[src/rtl/an_sec_serial_decoder.sv]
// Bit-serial single-error-correcting decoder for AN arithmetic codes.
// Ports: clk/rst_n; in_valid/in_ready/in_code take a codeword; out_valid/out_ready return
//        out_code (corrected), out_loc (signed error position) and out_err (00 ok, 01 fixed, 10 bad).
// Latency N+k cycles from accept (k = matched position, 1 for no error, N when uncorrectable);
// one codeword in flight, the result is held until out_ready.
module an_sec_serial_decoder #(
   parameter int A  = 18613,
   parameter int N  = 45,
   parameter int RW = 15,
   parameter int LW = 7
) (
   input  logic                 clk,
   input  logic                 rst_n,
   input  logic                 in_valid,
   output logic                 in_ready,
   input  logic [N-1:0]         in_code,
   output logic                 out_valid,
   input  logic                 out_ready,
   output logic [N-1:0]         out_code,
   output logic signed [LW-1:0] out_loc,
   output logic [1:0]           out_err
);

   localparam int IW = $clog2(N + 1);
   localparam logic [RW:0] A_W = (RW+1)'(A);

   typedef enum logic [1:0] {IDLE, REDUCE, SEARCH, DONE} state_t;

   state_t               state_q, state_d;
   logic [N-1:0]         code_q, code_d;
   logic [RW-1:0]        r_q, r_d;
   logic [RW-1:0]        p_q, p_d;
   logic [IW-1:0]        idx_q, idx_d;   // bit index in REDUCE, position i in SEARCH
   logic [N-1:0]         out_code_q, out_code_d;
   logic signed [LW-1:0] out_loc_q, out_loc_d;
   logic [1:0]           out_err_q, out_err_d;

   logic [RW:0]  t_w;      // 2r + bit, one bit wider than r
   logic [RW:0]  p2_w;     // 2p
   logic [RW:0]  neg_p_w;  // A - p, the residue of -2^(i-1)
   logic [N-1:0] onehot_w; // 2^(i-1)
   logic signed [LW-1:0] loc_w;

   assign t_w      = {r_q, code_q[idx_q]};
   assign p2_w     = {p_q, 1'b0};
   assign neg_p_w  = A_W - {1'b0, p_q};
   assign onehot_w = {{(N-1){1'b0}}, 1'b1} << (idx_q - IW'(1));
   assign loc_w    = LW'(idx_q);

   always_comb begin
      state_d    = state_q;
      code_d     = code_q;
      r_d        = r_q;
      p_d        = p_q;
      idx_d      = idx_q;
      out_code_d = out_code_q;
      out_loc_d  = out_loc_q;
      out_err_d  = out_err_q;
      case (state_q)
         IDLE: begin
            if (in_valid) begin
               code_d  = in_code;
               r_d     = '0;
               idx_d   = IW'(N - 1);
               state_d = REDUCE;
            end
         end
         REDUCE: begin
            r_d = (t_w >= A_W) ? RW'(t_w - A_W) : RW'(t_w);
            if (idx_q == '0) begin
               p_d     = RW'(1);
               idx_d   = IW'(1);
               state_d = SEARCH;
            end else begin
               idx_d = idx_q - IW'(1);
            end
         end
         SEARCH: begin
            if (r_q == '0) begin
               out_code_d = code_q;
               out_loc_d  = '0;
               out_err_d  = 2'b00;
               state_d    = DONE;
            end else if (r_q == p_q) begin
               out_code_d = code_q - onehot_w;
               out_loc_d  = loc_w;
               out_err_d  = 2'b01;
               state_d    = DONE;
            end else if ({1'b0, r_q} == neg_p_w) begin
               out_code_d = code_q + onehot_w;
               out_loc_d  = -loc_w;
               out_err_d  = 2'b01;
               state_d    = DONE;
            end else if (idx_q == IW'(N)) begin
               out_code_d = code_q;
               out_loc_d  = '0;
               out_err_d  = 2'b10;
               state_d    = DONE;
            end else begin
               p_d   = (p2_w >= A_W) ? RW'(p2_w - A_W) : RW'(p2_w);
               idx_d = idx_q + IW'(1);
            end
         end
         DONE: begin
            if (out_ready) state_d = IDLE;
         end
         default: state_d = IDLE;
      endcase
   end

   always_ff @(posedge clk or negedge rst_n) begin
      if (!rst_n) begin
         state_q    <= IDLE;
         code_q     <= '0;
         r_q        <= '0;
         p_q        <= '0;
         idx_q      <= '0;
         out_code_q <= '0;
         out_loc_q  <= '0;
         out_err_q  <= 2'b00;
      end else begin
         state_q    <= state_d;
         code_q     <= code_d;
         r_q        <= r_d;
         p_q        <= p_d;
         idx_q      <= idx_d;
         out_code_q <= out_code_d;
         out_loc_q  <= out_loc_d;
         out_err_q  <= out_err_d;
      end
   end

   assign in_ready  = (state_q == IDLE);
   assign out_valid = (state_q == DONE);
   assign out_code  = out_code_q;
   assign out_loc   = out_loc_q;
   assign out_err   = out_err_q;

endmodule

[config.mk]
export PLATFORM = sky130hd
export DESIGN_NAME = an_sec_serial_decoder
export DESIGN_NICKNAME = d
export VERILOG_FILES = /design/src/rtl/an_sec_serial_decoder.sv
export SDC_FILE = /design/constraint.sdc
export NUM_CORES = 1
export LEC_CHECK = 0
export CAP_MARGIN = 20
export CORE_ASPECT_RATIO = 1.2
export CORE_UTILIZATION = 32
export DETAILED_ROUTE_END_ITERATION = 10
export HOLD_SLACK_MARGIN = 0.1
export SYNTH_ARGS = -nofsm -noshare
export SYNTH_HDL_FRONTEND = slang
export SYNTH_SLANG_ARGS = --single-unit
[constraint.sdc]
create_clock -name clk -period 7.1 [get_ports clk]
set_input_delay 1.42 -clock clk [delete_from_list [all_inputs] [get_ports clk]]
set_output_delay 1.42 -clock clk [all_outputs]
set_load 0.01 [all_outputs]
==> After elaboration in Yosys (flattened, before gate mapping) <==
Index checks and enable logic that the tools add are counted.
{ "word_totals": {"out_inout_bits": 56, "word_cells": 86, "input_bits": 49, "regBits": 137} }
{ "classes": {"n_eq_ne": 14, "n_reduce_logical": 13, "shift": 1, "n_lt_le_gt_ge": 3, "n_addsub": 8, "mux": 39} }
{ "op_table": {"columns": ["op", "count"], "rows": [
  ["45-bit two-way mux", 4],
  ["15-bit two-way mux", 8],
  ["15-bit case mux with 2 select lines", 2],
  ["45-bit adder", 1],
  ["1-bit by 6-bit << shifter with 45-bit output, first input constant", 1],
  ["45-bit subtractor", 1],
  ["6-bit two-way mux", 6],
  ["16-bit by 15-bit >= comparator with 1-bit output, second input constant", 2],
  ["15-bit subtractor, second input constant", 2],
  ["7-bit two-way mux", 4],
  ["2-bit two-way mux", 11],
  ["6-bit case mux with 3 select lines", 1],
  ["15-bit by 16-bit == test with 1-bit output", 1],
  ["15-bit by 15-bit subtractor with 16-bit output, first input constant", 1],
  ["15-bit == test", 1],
  ["15-bit logical NOT", 1],
  ["2-bit != test, second input constant", 6],
  ["6-bit AND reduction", 2],
  ["2-bit case mux with 4 select lines", 1],
  ["6-bit by 7-bit < comparator with 1-bit output, second input constant", 1],
  ["6-bit negator with 7-bit output", 1],
  ["6-bit by 1-bit adder with 6-bit output, second input constant", 1],
  ["1-bit binary-select mux with 6-bit select", 1],
  ["6-bit == test, second input constant", 1],
  ["13 further kinds", 17]
]} }

==> Longest topological paths before layout <==
Gate-level depths: netlist of run 1.
{ "logic_depth": {"depth_word": 7, "mapped_depth": 23, "depth_no_buf": 19} }

==> Least setup slack after synthesis of run 1 <==
OpenSTA, ideal clock, no wires.
{ "synth_path": {"path_kind": "reg-to-reg", "from": "register idx_q[1]", "to": "register out_code_q[42], in the netlist out_code[42]", "stages_incl_launch_ff": 23, "period_less_slack_ns": 5.050, "slack_ns": 2.050, "required_time_ns": 7.014, "t_arrival_ns": 4.964, "setup_time_ns": 0.086, "path_buffers": 4, "cell_sequence": "dfrtp_1 clkbuf_1 buf_1 inv_1 ha_1 clkbuf_1 o21ai_0 clkbuf_1 nand2_1 nor2_1 ha_1 inv_1 fa_1 o21bai_1 a211o_1 a22oi_1 o41a_1 o41a_1 o31ai_1 a31oi_1 mux2_2 and4_1 nor3_1"} }
{ "synth_between": {"elab_chain_len": 6, "elab_cells_between_ends": 10, "classes_between": "3 x add/sub; 1 x eq/ne; 1 x shift; 3 x mux; 2 x reduce/logical"} }
{ "synth_lines": {"columns": ["element", "line_no", "rtl"], "rows": [
  ["from (decl)", "33", "logic [IW-1:0] idx_q, idx_d;"],
  ["from (signal assigned)", "126", "idx_q <= idx_d;"],
  ["6-bit by 1-bit subtractor with 6-bit output", "47", "assign onehot_w = {{(N-1){1'b0}}, 1'b1} << (idx_q - IW'(1));"],
  ["1-bit by 6-bit << shifter with 45-bit output", "47", null],
  ["45-bit adder", "90", "out_code_d = code_q + onehot_w;"],
  ["45-bit two-way mux", "89", "end else if ({1'b0, r_q} == neg_p_w) begin"],
  ["45-bit two-way mux", "84", "end else if (r_q == p_q) begin"],
  ["45-bit two-way mux", "79", "if (r_q == '0) begin"],
  ["to (signal assigned)", "127", "out_code_q <= out_code_d;"],
  ["to (decl)", "34", "logic [N-1:0] out_code_q, out_code_d;"]
]} }
Parallel ways exist; a longest one is shown, timed or not.
A chain may end at the register's enable or synchronous reset.

==> Worst setup path in the final report of run 1 <==
{ "layout_path": {"from": "register idx_q[2]", "to": "register out_code_q[44], in the netlist out_code[44]"} }
Same word-level chain as after synthesis.

==> impl_summary.md, run 1 <==
Route
The total routed wirelength is 51.5 mm. The number of detailed-routing iterations run before antenna repair is 5. The DRC violation total after the first TritonRoute iteration is 1350. Across all layers, the routed design uses 14100 vias. The detail-routed via count per cell is 5.91. The detail route stage leaves a number of antenna-violating nets equal to 0.

After detailed routing, the number of remaining DRC violations is 0. Dividing the detail-routed wire length by the instance count gives 21.6 um.

Setup path
The endpoint class of the critical path is a register. The depth of the most critical reg-to-reg path is 15. Counting both buffers and inverters, the worst setup path holds a total of 0.

Along the worst path, the maximum fanout reaches 22. The top cell family by delay on the critical path is simple AND/OR/NAND/NOR gates. The worst stage delay on the critical path is 0.73 ns. STA puts the critical path data required time at 7.46 ns. The most numerous cell type found on the critical path is nor2b_1.

The type of the worst setup path is register to register. The worst setup path is launched from a register. The signal on the critical path passes through or4_1 -> nor2_1 -> xnor2_1 -> nor2b_1 -> and2_1 -> nand2_1 -> ha_1 -> nor4_1 -> o2111a_1 -> nor2b_1 -> nor3_1 -> o31ai_1 -> mux2_2 -> nand3_1 -> o32a_1. The number of logic stages on the critical path including buffering is 15.

The arrival time at the worst endpoint is 6.51 ns. On the critical path, the stage with the largest delay is an instance of o31ai_1.

CTS
The clock tree root driver cell is clkbuf_16. The number of buffers added to fix hold violations after cts is 0. The H-tree was split into 4 levels.

The source-to-sink clock delay at the later pin of the worst-skew pair is 0.47 ns. No sink is reached through more buffers than the 2 on the longest clock path. The number of buffers created by CTS is 17. Buffers added to address setup during post-CTS repair amount to 0. The number of clock sinks is 137. TritonCTS built the clock tree. The clock transition at the register clock pins on the worst setup and hold paths after CTS is 0.07 ns. Once the clock tree was built, the resizer swapped 0 gates to a different size.

Place
In this run the tool buffered the top-level ports with 104 buffer cells. The pre-CTS setup slack is 1.11 ns. The number of placed cells counting well taps is 2347. The weighted congestion reported at the end of routability-driven placement is 0.986. The estimated wirelength of the detail-placed design is 38.7 mm.

STA
The transition time at the pin with the least slew margin is 1.05 ns. Setup total negative slack on the finished layout was measured at 0 ns. The number of hold violations in the final report is 0.

Once routing completed, OpenROAD measured the worst setup slack at 0.946 ns. The post-route minimum period is 6.15 ns. Setup violations remaining at the end of the flow were counted as 0.

The worst-case headroom to the max-slew limit is 29.7%. Setup repair after global routing left no endpoint under its margin. The max-slew violation count was 0. For this run, the top clock speed supported by timing is 162 MHz.

The fraction of the cycle the final worst path needs is 86.7%. The hold slack is 0.480 ns. The post-route clock skew is 0.0175 ns.

Floorplan
The height of the die is 230 um. The die is 192 um wide. The floorplan step defined a core boundary enclosing 42800 um^2.

For this configuration, the core starts out at a cell density of 32.5%. The die covers 44300 um^2. After floorplanning, the core was divided into 83 placement rows. During I/O placement, the number of pins put on the boundary was 105.

Global routing
The overflow left after global routing is 0. The first global-routing pass estimated 79.9 mm of wire. The initial antenna violation count was 0. Global routing used 23.6% of the available tracks across all layers. The maximum number of pins on one net before global-route repair is 75.

The via count of the first global-routing pass was 13500.

Layout
The final antenna diode count is 0. Leaving out fill and tap cells, the most frequent cell in the layout is nand2_1. The library cells used most frequently in the layout, excluding fill and tap cells, are nand2_1, a21oi_1, nor2_1. The utilization after layout is 37.3%. In the final design database the tool counted 1970 nets. From synthesis to final layout, the design area changed by 14.8%.

The fraction of final layout cells with drive strength greater than 1 is 7.99%. The layout filler cell count is 4426. The number of standard cells in the final layout excluding fillers is 2380.

Synthesis
The count of yosys warnings during synthesis is 0. The post-synthesis sequential area ratio is 24.6%. The net count of the mapped netlist is 1943. The area fraction of the dominant cell type after synthesis is 24.6%. The dominant synthesized flop cell is dfrtp_1. Of all flip-flops after synthesis, the portion carrying an async set or reset was 100%.

The mean instance size in the synthesized netlist is 7.78 um^2. After synthesis, the netlist uses 88 different library cells. The post-synthesis cell count is 1788. The largest area contributor in the synthesized netlist is dfrtp_1.

By area the synthesized netlist is led by dfrtp_1, ha_1, a21oi_1. The mapped netlist covers 13900 um^2. Counting flops and latches in the post-synthesis netlist gives 137.

The number of enable flip-flop cells after synthesis is 0.

Flow run
The max-cap violation count is 0.

Run status
The run finished with clean final reports.

Power and ir drop
In this run the static leakage power is 6.73 nW. The largest voltage drop on the vdd net is 0.313 mV. The power per cell area is 525 nW/um^2.

Min path
The count of cells along the worst hold path is 2. The type of the worst min-delay path is register to register.
## path summary, 6_finish.rpt
check / endpoint / startpoint / slack (ns)
worst min register to register: out_code[11]$_DFFE_PN0P_ / out_code[11]$_DFFE_PN0P_ / 0.48
worst max-delay path: out_code[44]$_DFFE_PN0P_ / idx_q[2]$_DFFE_PN0P_ / 0.95
min in group asynchronous: r_q[10]$_DFFE_PN0P_ / rst_n / 0.96
worst min-delay path: out_code[11]$_DFFE_PN0P_ / out_code[11]$_DFFE_PN0P_ / 0.48
worst max register to register: out_code[44]$_DFFE_PN0P_ / idx_q[2]$_DFFE_PN0P_ / 0.95
max in group asynchronous: out_code[33]$_DFFE_PN0P_ / rst_n / 4.78
## tightest hold or removal path, delay by kind of cell, from the launching register on
family | cells | cell delay (ns)
flip-flops | 1 | 0.34
AO/OA/AOI/OAI | 1 | 0.06
AND/OR/NAND/NOR | 1 | 0.04
## logic make-up after synthesis
| logic type | Yosys count | synth area share, % |
|---|---|---|
| AO/OA/AOI/OAI | 575 | 27.1 |
| XOR/XNOR | 86 | 5.41 |
| adder cells (fa/ha/maj) | 106 | 9.64 |
| buffers and inverters | 235 | 6.70 |
| flip-flops | 137 | 24.6 |
| multiplexers | 77 | 7.07 |
| AND/OR/NAND/NOR | 572 | 19.4 |
## cell type report
cell class	instances	area, um^2	area share [%]
multi-input combinational	1416	9570	59.9
sequential	137	3430	21.5
timing repair buffer	129	1230	7.70
tap	552	691	4.32
clock buffer	20	457	2.86
inverter	114	428	2.68
clock inverter	12	163	1.02
## stage by stage
| step | power, mW | area [um^2] |
|---|---|---|
| after floorplan | 5.37 | 13900 |
| after global placement | 7.31 | 15300 |
| after detailed placement | 7.31 | 15300 |
| after CTS | 8.33 | 16000 |
| after global routing | 8.98 | 16000 |
| final | 8.38 | 16000 |
## sequential cells by signal, indices dropped and copies added (netlist names)
register  cells
idx_q         6
out_loc       7
out_err       2
state_q       2
p_q          15
code_q       45
out_code     45
r_q          15
## layer usage
metal  vias to the layer above  GRT usage, %  part of all wire, %  wire (um)
li1                       6533             -                    -          -
met1                      6827          30.6                   43      21900
met2                       558          37.7                   46      23900
met3                       146          3.44                  5.9       3020
met4                         0          12.5                  5.1       2650
met5                         -             0                    0          0
## report_power, final
group	switching, mW	leakage [nW]	total, mW	internal (mW)
Clock	0.398	0.298	0.973	0.575
Sequential	0.491	1.69	1.61	1.12
Combinational	3.66	4.73	5.80	2.13
Total	4.55	6.73	8.38	3.83
## cell usage after synthesis (19+ instances only)
cell / n
a31oi_1: 27
clkbuf_1: 84
buf_2: 25
nor2b_1: 20
ha_1: 104
o21bai_1: 20
a21o_1: 28
nand3_1: 41
nor4_1: 22
xnor2_1: 75
a21oi_1: 151
nand4_1: 19
o21ai_0: 131
o31ai_1: 31
nor3_1: 38
nor2_1: 141
inv_1: 110
mux2_2: 50
dfrtp_1: 137
nand2_1: 199
Power figures use the tool's default switching activity.
==> run 2, diff against run 1 <==
Settings changed: CORE_UTILIZATION 32 to 40.
==> run 2 against run 1 <==
  * Largest cell class unchanged
  * Hold slack got worse by 0.0018 ns
  * Non-clock buffer count decreased by 6
  * First-iteration DRC count rose by 14%
  * Die area is 20% lower
  * Register-to-register slack better by 0.17 ns
  * Critical path depth rose by 1
  * Setup slack better by 0.17 ns
  * Final cell count shrank 4.3%
==> impl_summary.md, run 2 (synthesized netlist as in run 1, its figures left out) <==
Min path
The launch instance of the worst min-delay path is out_code[5]$_DFFE_PN0P_. The worst hold path terminates at out_code[5]$_DFFE_PN0P_. The count of cells along the worst hold path is 2 (unchanged). The tightest min-delay check is of the register to register type.

Route
The antenna violation net count after detailed routing is 0 (unchanged). The post-detailed-route wirelength per cell is 23.0 um (+6.1%). The total number of vias is 14200 (+0.99%).

The number of detailed-routing iterations run before antenna repair is 6 (+1). The detail-routed via count per cell is 6.24 (+5.6%). The total routed wirelength is 52.3 mm (+1.5%). The DRC violation total after the first TritonRoute iteration is 1544 (+14%). The count of unresolved DRC violations after routing is 0 (unchanged).

STA
The slack of the critical path was 1.11 ns (+0.165 ns). The post-route clock skew was 0.0151 ns (-0.00237 ns). The final total negative setup slack is 0 ns (unchanged). The top achievable clock speed came to 167 MHz (+2.8%). The number of hold violations in the final report came to 0 (unchanged). Setup repair after global routing left no endpoint under its margin. The setup violation total in the final timing report is 0 (unchanged).

The max-slew violation count came to 0 (unchanged). The post-route minimum period was 5.99 ns (-0.165 ns). The fraction of the cycle the final worst path needs was 84.4% (-2.3 points). The worst-case headroom to the max-slew limit came to 23.7% (-6.0 points). The hold slack came to 0.478 ns (-0.00184 ns). The transition time at the pin with the least slew margin is 1.14 ns (+0.0903 ns).

Layout
The utilization after layout was 46.2% (+8.9 points). The final antenna diode count was 0 (unchanged). The fraction of final layout cells with drive strength greater than 1 is 7.52% (-0.46 points). Leaving out fill and tap cells, the most frequent cells in the layout are nand2_1, a21oi_1, nor2_1. The number of standard cells in the final layout excluding fillers came to 2277 (-4.3%).

The number of nets in the layout was 1964 (-0.30%). Leaving out fill and tap cells, the most frequent cell in the layout is nand2_1. The area growth from synthesis to layout is 13.5%.

Place
The estimated wirelength of the detail-placed design came to 38.8 mm (+0.38%). The number of I/O port buffers is 104 (unchanged). The pre-CTS setup slack is 1.29 ns (+0.185 ns). The number of placed cells counting well taps is 2245 (-4.3%). The weighted congestion reported at the end of routability-driven placement is 0.977 (-0.86%).

Power and ir drop
The part of the power in registers is 19.6% (+0.4 points). The net switching fraction of the power was 54.5% (+0.21 points). The power per cell area is 533 nW/um^2 (+1.7%). The part of the total power dissipated in the clock network came to 11.4% (-0.2 points). The cell-internal power is 3.83 mW (about the same). The switching power summed over all nets came to 4.59 mW (+0.93%). The largest voltage drop on the vdd net is 0.241 mV (-23%). The leakage power of the design is 6.69 nW (-0.46%).

The combinational share of power is 69.0% (-0.2 points).

Global routing
The global router's overall resource usage is 30.2% (+6.5 points). The overflow left after global routing is 0 (unchanged). The initial antenna violation count is 0 (unchanged). The via count of the first global-routing pass is 13700 (+1.3%). The maximum number of pins on one net before global-route repair came to 79 (+5.3%). The wire length of the first global-routing pass came to 80.5 mm (+0.73%).

CTS
The number of post-CTS setup repair buffers is 0 (unchanged). The number of buffers created by CTS is 17 (unchanged). The clock tree from TritonCTS is yes. The clock transition at the register clock pins on the worst setup and hold paths after CTS came to 0.07 ns (about the same). The number of buffers added to fix hold violations after cts was 0 (unchanged). The post-cts gate resize count is 0 (unchanged). The number of clock sinks came to 137 (unchanged). The maximum clock insertion buffer count was 2 (unchanged). The clock tree root driver cell is clkbuf_16.

The count of H-tree levels built during CTS is 4 (unchanged). The source-to-sink clock delay at the later pin of the worst-skew pair is 0.46 ns (about the same).

Setup path
The critical path goes through or4_1 -> nor2_1 -> xnor2_1 -> nor2b_1 -> buf_4 -> and2_1 -> nand2_1 -> ha_1 -> or2_2 -> or4_1 -> o41ai_1 -> nor2_1 -> o31ai_1 -> xnor2_1 -> a222oi_1 -> o21ai_1. The reg2reg setup slack is 1.11 ns (+0.17 ns). The worst stage delay on the critical path is 0.91 ns (+0.18 ns). The type of the worst setup path is register to register. The largest driver fanout on the critical path is 22 (unchanged). The endpoint class of the critical path is a register. The top cell family by delay on the critical path is simple AND/OR/NAND/NOR gates. The required time at the worst-slack endpoint is 7.40 ns (-0.06 ns). The depth of the most critical reg-to-reg path was 16 (+1).

The worst register-to-register path begins at idx_q[2]$_DFFE_PN0P_. The capture point of the worst reg-to-reg path is out_code[31]$_DFFE_PN0P_. The slowest cell on the critical path is o41ai_1.

The arrival time at the worst endpoint is 6.29 ns (-0.22 ns). The number of buffers and inverters on the critical path is 1 (+1). The worst setup path is launched from a register.

Floorplan
The number of placement rows is 74 (-11%). The starting utilization of the core area was 40.7% (+8.2 points). The height of the die is 206 um (-10%). The core box area was 34200 um^2 (-20%). The top-level port count came to 105 (unchanged). The die width is 172 um (-10%).

The area enclosed by the die boundary is 35500 um^2 (-20%).

Run status
The flow ran to the end, and the final reports show no timing, DRC or antenna violations.

Flow run
The max-cap violation count is 0 (unchanged).
==> run 2: worst min-delay path: stages, from the launching register on <==
cell and delay (ns):
dfrtp_1 0.34, nand2_1 0.04, o21ai_0 0.06
==> run 2: final cells by class <==
class                      count  area, um^2
multi-input combinational   1416        9570
clock inverter                11         174
inverter                     114         428
timing repair buffer         123        1180
sequential                   137        3430
tap                          456         571
clock buffer                  20         437
fill                        3393       18400
==> run 2: worst max path at each step <==
stage	startpoint	to	slack, ns	cells after the start
5_1_grt	idx_q[1]$_DFFE_PN0P_	out_code[31]$_DFFE_PN0P_	0.75	18
4_1_cts	idx_q[2]$_DFFE_PN0P_	out_code[31]$_DFFE_PN0P_	1.24	16
6_report	idx_q[2]$_DFFE_PN0P_	out_code[31]$_DFFE_PN0P_	1.11	16
3_3_place_gp	idx_q[2]$_DFFE_PN0P_	out_code[36]$_DFFE_PN0P_	1.40	18
2_1_floorplan	idx_q[1]$_DFFE_PN0P_	out_code[42]$_DFFE_PN0P_	2.05	22
3_5_place_dp	idx_q[2]$_DFFE_PN0P_	out_code[31]$_DFFE_PN0P_	1.29	16
==> run 2: metrics by stage <==
step	total power, mW	cell area (um^2)
after floorplan	5.37	13900
after global placement	7.34	15200
after detailed placement	7.33	15200
after CTS	8.34	15800
after global routing	8.98	15800
final	8.42	15800
==> run 2: routing by layer <==
layer,part of all wire (%),GRT usage [%],vias up
met1,42,38.0,6923
met5,0,0,-
met3,5.6,3.54,141
li1,-,-,6528
met2,48,51.2,611
met4,4.4,13.8,0
==> run 2: power groups by stage <==
stage	Sequential (mW)	Clock, mW	Combinational, mW
6_report	1.65	0.964	5.81
5_1_grt	1.69	1.01	6.29
4_1_cts	1.64	0.983	5.72
3_5_place_dp	1.65	0	5.68
3_3_place_gp	1.66	0	5.69
2_1_floorplan	1.42	0	3.94
==> run 3, diff against run 2 <==
Clock period 7.1 ns to 5.45 ns, I/O delays scaled along.
==> run 3 against run 2 <==
  * Clock power increased by 29%
  * Routed wire length up 1.7%
  * Maximum frequency grew 13%
  * Combinational power up 37%
  * Critical endpoint is now out_code[44]$_DFFE_PN0P_
  * Non-clock buffer count rose by 50
  * Register-to-register slack worse by 0.97 ns
==> impl_summary.md, run 3 (synthesized netlist as in run 1, its figures left out) <==
Setup path
The endpoint class of the critical path is a register. The depth of the most critical reg-to-reg path is 16 (unchanged). In this run the worst setup path begins at idx_q[1]$_DFFE_PN0P_. The worst stage delay on the critical path is 0.66 ns (-0.25 ns). The arrival time at the worst endpoint is 5.66 ns (-0.63 ns). The reg2reg setup slack came to 0.15 ns (-0.97 ns). Walking the worst path, the cells encountered are buf_4 -> inv_1 -> ha_1 -> buf_4 -> inv_1 -> o31ai_1 -> and3_1 -> nand2_1 -> ha_1 -> nand2_1 -> nor4b_1 -> a21oi_1 -> o311a_1 -> o41a_1 -> a41o_1 -> o32a_1. The worst register-to-register path ends at out_code[44]$_DFFE_PN0P_. The required time at the worst-slack endpoint came to 5.81 ns (-1.59 ns). The slowest cell on the critical path is nor4b_1. The element type at the critical path start is a register. The largest driver fanout on the critical path is 9 (-59%). The worst setup path is of the register to register kind. The number of buffers and inverters on the critical path is 4 (+3). The startpoint of the worst-slack reg-to-reg timing path is idx_q[1]$_DFFE_PN0P_. The kind of cell with the highest combined delay along the critical path is compound AO/OA/AOI/OAI gates.

Power and ir drop
The leakage power of the design came to 6.93 nW (+3.6%). The part of the power in registers is 18.2% (-1.4 points). The largest voltage drop on the vdd net is 0.341 mV (+41%). The net switching fraction of the power is 54.4% (-0.10 points).

The cell-internal power is 5.13 mW (+34%). The power per cell area was 696 nW/um^2 (+31%). The combinational share of power was 70.8% (+1.8 points).

The switching power summed over all nets is 6.13 mW (+33%). The part of the total power dissipated in the clock network is 11.0% (-0.4 points).

Route
The count of unresolved DRC violations after routing is 0 (unchanged). The total routed wirelength is 53.2 mm (+1.7%). The detail-routed via count per cell is 6.11 (-2.1%). The total number of vias is 14200 (+0.099%). The post-detailed-route wirelength per cell came to 22.9 um (-0.52%). The number of detailed-routing iterations run before antenna repair is 8 (+2). The DRC violation total after the first TritonRoute iteration came to 1382 (-10%).

The antenna violation net count after detailed routing is 0 (unchanged).

Layout
The utilization after layout was 47.4% (+1.1 points). Leaving out fill and tap cells, the most frequent cell in the layout is nand2_1. The synthesis-to-layout area growth is 16.3%.

In the layout the commonest cells are nand2_1, a21oi_1, nor2_1. The fraction of final layout cells with drive strength greater than 1 is 10.4% (+2.9 points). The layout filler cell count is 3416 (+0.68%).

The final antenna diode count is 0 (unchanged). The number of nets in the layout is 2014 (+2.5%).

Place
The number of I/O port buffers is 104 (unchanged). The weighted congestion reported at the end of routability-driven placement is 1.02 (+4.5%). The pre-CTS setup slack was 0.321 ns (-0.973 ns). The estimated wirelength of the detail-placed design is 39.9 mm (+2.9%).

Global routing
The overflow left after global routing is 0 (unchanged). The via count of the first global-routing pass is 13900 (+2.0%). The global router's overall resource usage is 30.7% (+0.58 points). The maximum number of pins on one net before global-route repair was 99 (+25%). The wire length of the first global-routing pass is 81.8 mm (+1.5%). The initial antenna violation count was 0 (unchanged).

Run status
The run finished with clean final reports.

CTS
The number of buffers created by CTS is 17 (unchanged). The number of clock sinks is 137 (unchanged). CTS placed an instance of clkbuf_16 at the clock tree root. The post-cts gate resize count is 0 (unchanged).

The clock transition at the register clock pins on the worst setup and hold paths after CTS is 0.07 ns (about the same). The maximum clock insertion buffer count came to 2 (unchanged). The number of buffers added to fix hold violations after cts was 0 (unchanged). The count of H-tree levels built during CTS was 4 (unchanged). TritonCTS built the clock tree. The number of post-CTS setup repair buffers is 0 (unchanged).

The source-to-sink clock delay at the later pin of the worst-skew pair is 0.48 ns (+0.02 ns).

Min path
The worst hold path begins at out_loc[5]$_DFFE_PN0P_. The type of the worst min-delay path is register to register. The count of cells along the worst hold path was 2 (unchanged). The path with the worst hold slack has its endpoint at out_loc[5]$_DFFE_PN0P_.

Floorplan
The core box area is 34200 um^2 (unchanged). The area enclosed by the die boundary came to 35500 um^2 (unchanged). The die width was 172 um (unchanged). The starting utilization of the core area is 40.7% (unchanged).

The height of the die is 206 um (unchanged). The number of placement rows is 74 (unchanged). The top-level port count came to 105 (unchanged).

Flow run
The max-cap violation count is 0 (unchanged).

STA
The transition time at the pin with the least slew margin is 1.08 ns (-0.0558 ns). The worst-case headroom to the max-slew limit was 27.4% (+3.7 points). The top achievable clock speed is 189 MHz (+13%). Setup repair after global routing left no endpoint under its margin.

The post-route clock skew is 0.0181 ns (+0.00296 ns). The setup violation total in the final timing report is 0 (unchanged). The slack of the critical path is 0.146 ns (-0.965 ns).

The max-slew violation count was 0 (unchanged). The post-route minimum period came to 5.30 ns (-0.685 ns). The number of hold violations in the final report was 0 (unchanged).

The fraction of the cycle the final worst path needs is 97.3% (+13 points). The final total negative setup slack was 0 ns (unchanged).
## run 3: changes by cell type in the layout (fill, tap and decap cells not counted), moves of 2 or more
cell,delta
inv_6,+4
clkinv_4,-3
clkbuf_1,-2
clkinvlp_4,+2
buf_4,+50
clkbuf_8,+2
bufinv_16,-2
## run 3: worst reg2reg max path, stage by stage, from the launching register on
cell	delay, ns
dfrtp_1	0.42
buf_4	0.18
inv_1	0.14
ha_1	0.20
buf_4	0.16
inv_1	0.09
o31ai_1	0.46
and3_1	0.39
nand2_1	0.12
ha_1	0.47
nand2_1	0.17
nor4b_1	0.66
a21oi_1	0.25
o311a_1	0.45
o41a_1	0.45
a41o_1	0.24
o32a_1	0.34
## run 3: layout make-up
class | instances | area [um^2] | area share (%)
clock buffers | 20 | 457 | 2.82
multi-input cells | 1416 | 9600 | 59.3
inverters | 114 | 428 | 2.65
repair buffers | 173 | 1560 | 9.64
clock inverters | 12 | 138 | 0.851
well taps | 456 | 571 | 3.53
flip-flops and latches | 137 | 3430 | 21.2
## run 3: worst max path at each step
stage,to,slack [ns],depth (start not counted)
after global placement,out_code[44]$_DFFE_PN0P_,0.44,16
after global routing,out_code[42]$_DFFE_PN0P_,0.0003,16
after floorplan,out_code[42]$_DFFE_PN0P_,0.40,22
final,out_code[44]$_DFFE_PN0P_,0.15,16
after detailed placement,out_code[44]$_DFFE_PN0P_,0.32,16
after CTS,out_code[44]$_DFFE_PN0P_,0.29,17
## run 3: per-stage QoR
stage | std cells | hold slack, ns | total power [mW] | cell area, um^2
after global placement | 2295 | 0.466 | 9.84 | 15600
after floorplan | 1788 | 0.515 | 6.99 | 13900
after detailed placement | 2295 | 0.472 | 9.84 | 15600
final | 2328 | 0.478 | 11.3 | 16200
after global routing | 2328 | 0.511 | 12.0 | 16200
after CTS | 2327 | 0.487 | 11.1 | 16100
## run 3: power by group through the flow
| stage | clock network [mW] | registers [mW] | logic, mW |
|---|---|---|---|
| after global placement | 0 | 2.05 | 7.79 |
| after floorplan | 0 | 1.85 | 5.14 |
| after global routing | 1.30 | 2.10 | 8.61 |
| after detailed placement | 0 | 2.05 | 7.79 |
| final | 1.24 | 2.05 | 7.97 |
| after CTS | 1.26 | 2.04 | 7.84 |
## run 3: per-layer routing
metal  share of wire [%]  wire length [um]  track usage, %  vias to the layer above
met4                 4.8              2580            15.9                        0
li1                    -                 -               -                     6611
met3                 6.1              3240            4.90                      139
met1                  41             21900            37.9                     6855
met5                   0                 0               0                        -
met2                  48             25500            51.3                      612
==> patch 1 (settings of run 1) <==
Take the reset off `r_q` and `p_q` and load them in a clocked block of their own.
--- a/src/rtl/an_sec_serial_decoder.sv
+++ b/src/rtl/an_sec_serial_decoder.sv
@@ -113,6 +113,4 @@
          state_q    <= IDLE;
          code_q     <= '0;
-         r_q        <= '0;
-         p_q        <= '0;
          idx_q      <= '0;
          out_code_q <= '0;
@@ -122,6 +120,4 @@
          state_q    <= state_d;
          code_q     <= code_d;
-         r_q        <= r_d;
-         p_q        <= p_d;
          idx_q      <= idx_d;
          out_code_q <= out_code_d;
@@ -129,4 +125,9 @@
          out_err_q  <= out_err_d;
       end
+   end
+
+   always_ff @(posedge clk) begin
+      r_q <= r_d;
+      p_q <= p_d;
    end
 
Function: no difference found for any inputs over 10 cycles, from zero or initial values and one cycle with rst_n low; that may be too few to reach the edited logic, so the function may still have changed.
==> patch 1 against run 1 <==
Synthesized area down 3.4%; via count down 7.8%; sequential share of layout area up 1.7 points; non-clock buffer count down 4; routed wire length down 9.9%; cell area down 3.3%; total power down 15%; die area down 3.4%; combinational power down 25%; setup slack better by 0.051 ns; sequential cell count unchanged; core utilization up 0.29 points.
==> patch 1: results (changes against run 1) <==
Peak supply drop=0.000227 V (was 0.000313 V); Max FO, Critical Path=16 (was 22); slowest cell delay on critical path=0.88 ns (was 0.73 ns); Slew @ Worst Pin=1.13 ns (was 1.05 ns); final clock skew=0.0165 ns (was 0.0175 ns); post-synth cell types=90 (was 88); Seq/Total Area, Yosys=26.6% (was 24.6%); DR iter-0 viols=1374 (was 1350); critical path's slowest cell=a2111oi_0 (was o31ai_1); critical path's top delay family=compound AO/OA/AOI/OAI gates (was simple AND/OR/NAND/NOR gates); clock slew at reported path FFs=0.07 ns (about the same); Tot GR Track Use=22.0% (was 23.6%); Syn Nets=1816 (was 1943); DR pass1 iterations=5 (unchanged); CP Depth=18 (was 15); asr flop ratio synth=78.1% (was 100%); via/cell ratio=5.78 (was 5.91); layout cells sized above 1=8.50% (was 7.99%); initial antenna violation count=0 (unchanged); number of synthesized flops with an enable pin=30 (was 0); worst-skew pair later-pin latency=0.46 ns; largest net degree at the start of global routing=69 (was 75); # fillers=4237 (was 4426); Hold Path Depth=2 (unchanged); routed wire length=46400 µm (was 51500 µm); post-CTS setup buffer count=0 (unchanged); clk root buf=clkbuf_16 (unchanged); Crit path arrival time=6.43 ns (was 6.51 ns); vias in the first global route=12.7k (was 13.5k); top post-synthesis cells by area=dfrtp_1 20%, ha_1 9.7%, edfxtp_1 6.7%, a21oi_1 5.5%, xnor2_1 4.7% (was dfrtp_1 25%, ha_1 9.4%, a21oi_1 5.4%, nand2_1 5.4%, xnor2_1 4.7%); CTS H-tree lvls=4 (unchanged); gpl congestion=0.995 (was 0.986); P_leak=6.39 nW (was 6.73 nW); outcome=finished, final reports clean (unchanged); most frequent cells after synthesis=162 x nor2_1, 148 x a21oi_1, 143 x nand2_1, 107 x dfrtp_1, 104 x ha_1 (was 199 x nand2_1, 151 x a21oi_1, 141 x nor2_1, 137 x dfrtp_1, 131 x o21ai_0); first-pass GRT wire length=72800 µm (was 79900 µm); Port-buffer cells=104 (unchanged); Worst Hold Class=reg -> reg (unchanged); Post-DP HPWL=34300 µm (was 38700 µm); Place WS=1.13 ns (was 1.11 ns)
-- patch 1: routing by layer --
layer / up-vias / track usage (%) / part of all wire (%)
met5: - / 0 / 0
met4: 0 / 10.4 / 4.7
met3: 153 / 3.88 / 5.9
met2: 533 / 37.2 / 48
met1: 6234 / 27.0 / 42
li1: 6049 / - / -
-- patch 1: final timing paths --
check                                              from                       end  slack, ns
worst max-delay path               idx_q[0]$_DFFE_PN0P_  out_code[40]$_DFFE_PN0P_        1.0
worst min-delay path            out_code[1]$_DFFE_PN0P_   out_code[1]$_DFFE_PN0P_       0.49
worst max register to register     idx_q[0]$_DFFE_PN0P_  out_code[40]$_DFFE_PN0P_        1.0
worst min register to register  out_code[1]$_DFFE_PN0P_   out_code[1]$_DFFE_PN0P_       0.49
max in group asynchronous                         rst_n    code_q[42]$_DFFE_PN0P_       4.83
min in group asynchronous                         rst_n    code_q[25]$_DFFE_PN0P_       1.12
-- patch 1: layout make-up --
| type | count | share of cell area, % |
|---|---|---|
| clock inverters | 13 | 1.08 |
| repair buffers | 125 | 7.75 |
| well taps | 539 | 4.37 |
| multi-input cells | 1309 | 58.3 |
| flip-flops and latches | 137 | 23.2 |
| clock buffers | 19 | 2.80 |
| inverters | 102 | 2.48 |
-- patch 1: cell families (layout without fill, tap and decap cells) --
kind of cell             Yosys count  in the layout  share of synthesized area (%)
adder cells (fa/ha/maj)          106            106                           9.98
AND/OR/NAND/NOR                  534            534                           18.9
multiplexers                      82             82                           8.01
flip-flops                       137            137                           26.6
buffers and inverters            215            259                           6.59
AO/OA/AOI/OAI                    499            499                           24.2
XOR/XNOR                          88             88                           5.73
-- patch 1: worst min-delay path, cell delays in order (launching register included) --
cell and delay [ns]:
dfrtp_1 0.35, nand2_1 0.05, o21ai_0 0.06
-- patch 1: stage by stage --
step	util, %	std cells	instance area (µm²)
2_1_floorplan	-	1661	13400
3_3_place_gp	36.2	2212	14800
3_5_place_dp	36.2	2212	14800
4_1_cts	37.6	2244	15400
5_1_grt	37.6	2244	15400
6_report	37.6	2244	15400
-- patch 1: power breakdown --
part           switching (mW)  leakage, nW  internal, mW
sequential              0.603         1.63          1.18
combinational            2.56         4.46          1.80
clock                   0.394        0.290         0.557
==> patch 2 (config.mk and constraints of run 1) <==
Made on the original files. `LW`: 7 -> 8.
--- a/src/rtl/an_sec_serial_decoder.sv
+++ b/src/rtl/an_sec_serial_decoder.sv
@@ -8,5 +8,5 @@
    parameter int N  = 45,
    parameter int RW = 15,
-   parameter int LW = 7
+   parameter int LW = 8
 ) (
    input  logic                 clk,
Ports: changed (resized out_loc); port bits go from 105 to 106. No check against the original RTL was run, so the function may have changed too.
==> patch 2 against run 1 <==
Synthesized area shrank 1.7%; non-clock buffer count grew 5; critical path depth grew 2; critical path type unchanged; routed wire length grew 0.18%; critical endpoint is now out_code[39]$_DFFE_PN0P_; cell area shrank 1.2%; fmax grew 7.8%; first-iteration DRC count shrank 12%; count of clock-buffer cells in the layout grew 2; global-route usage grew 0.26 points; sequential cell count grew 1; setup slack gained 0.44 ns.
Power is left out: the tool's default activity adds up to more than one toggle a clock period on the data nets, which glitch-free logic cannot reach.
==> patch 2: results (changes against run 1) <==
outcome=finished, final reports clean (unchanged); Tot GR Track Use=23.9% (was 23.6%); DR pass1 iterations=7 (was 5); post-synthesis mux area share=7.79% (was 7.07%); routed wire length=51600 µm (was 51500 µm); layout cells sized above 1=8.03% (was 7.99%); Rel. slew slack=31.0% (was 29.7%); Crit path arrival time=6.12 ns (was 6.51 ns); Post-DP HPWL=38400 µm (was 38700 µm); slowest cell delay on critical path=0.51 ns (was 0.73 ns); via/cell ratio=5.89 (was 5.91); WL/cell=22.2 µm (was 21.6 µm); final clock skew=0.0247 ns (was 0.0175 ns); Seq/Total Area, Yosys=25.3% (was 24.6%); GRT met3 Usage=3.61% (was 3.44%); DR iter-0 viols=1187 (was 1350); # fillers=4362 (was 4426); Adder-Cell Fraction of Synth Area=9.72% (was 9.64%); most frequent cells after synthesis=159 x nand2_1, 153 x nor2_1, 150 x a21oi_1, 138 x dfrtp_1, 112 x o21ai_0 (was 199 x nand2_1, 151 x a21oi_1, 141 x nor2_1, 137 x dfrtp_1, 131 x o21ai_0); met2 Usage GRT=38.7% (was 37.7%); gpl congestion=0.981 (was 0.986); first-pass GRT wire length=80000 µm (was 79900 µm); Syn Nets=1897 (was 1943); Port-buffer cells=105 (was 104); critical path's top delay family=compound AO/OA/AOI/OAI gates (was simple AND/OR/NAND/NOR gates); Synth Area in XOR/XNOR=5.70% (was 5.41%); fin nets=1922 (was 1970); vias in the first global route=13.5k (about the same); grt met1 use=30.2% (was 30.6%); Post-Syn Instances=1743 (was 1788); critical path's slowest cell=o211ai_1 (was o31ai_1)
patch 2: area by class of cell:
type	count	share of cell area, %
clock inverter	10	0.880
inverter	106	2.52
timing repair buffer	134	8.10
tap	546	4.33
clock buffer	22	3.07
sequential	138	21.9
multi-input combinational	1371	59.2
patch 2: worst paths after layout:
kind | slack, ns | from | depth (start not counted) | end
setup / recovery | 1.39 | idx_q[1]$_DFFE_PN0P_ | 17 | out_code[39]$_DFFE_PN0P_
hold / removal | 0.49 | out_loc[1]$_DFFE_PN0P_ | 2 | out_loc[1]$_DFFE_PN0P_
setup reg to reg | 1.39 | idx_q[1]$_DFFE_PN0P_ | 17 | out_code[39]$_DFFE_PN0P_
hold reg to reg | 0.49 | out_loc[1]$_DFFE_PN0P_ | 2 | out_loc[1]$_DFFE_PN0P_
max in group asynchronous | 4.75 | rst_n | 2 | out_code[33]$_DFFE_PN0P_
min in group asynchronous | 0.98 | rst_n | 1 | r_q[2]$_DFFE_PN0P_
patch 2: cell families after synthesis:
family	count (synthesis)
DFF	138
AOI/OAI and AO/OA	530
xor gates and xnor gates	89
adders and majority gates	105
and+or+nand+nor	564
muxes	83
buffers and inverters	234
patch 2: through the flow:
step / setup slack (ns) / util (%)
floorplan: 1.99 / -
global placement: 1.63 / 36.0
detailed placement: 1.57 / 36.1
CTS: 1.53 / 37.5
global route: 0.990 / 37.6
finish: 1.39 / 37.6
patch 2: per-layer routing:
metal | wire length (µm) | vias to the layer above | share of wire (%)
li1 | - | 6368 | -
met1 | 22200 | 6637 | 43
met2 | 23900 | 552 | 46
met3 | 2970 | 140 | 5.8
met4 | 2510 | 0 | 4.9
met5 | 0 | - | 0
patch 2: tightest hold or removal path, stage by stage, from the launching register on:
cell and delay, ns:
dfrtp_1 0.34, nand2_1 0.05, o21ai_0 0.06
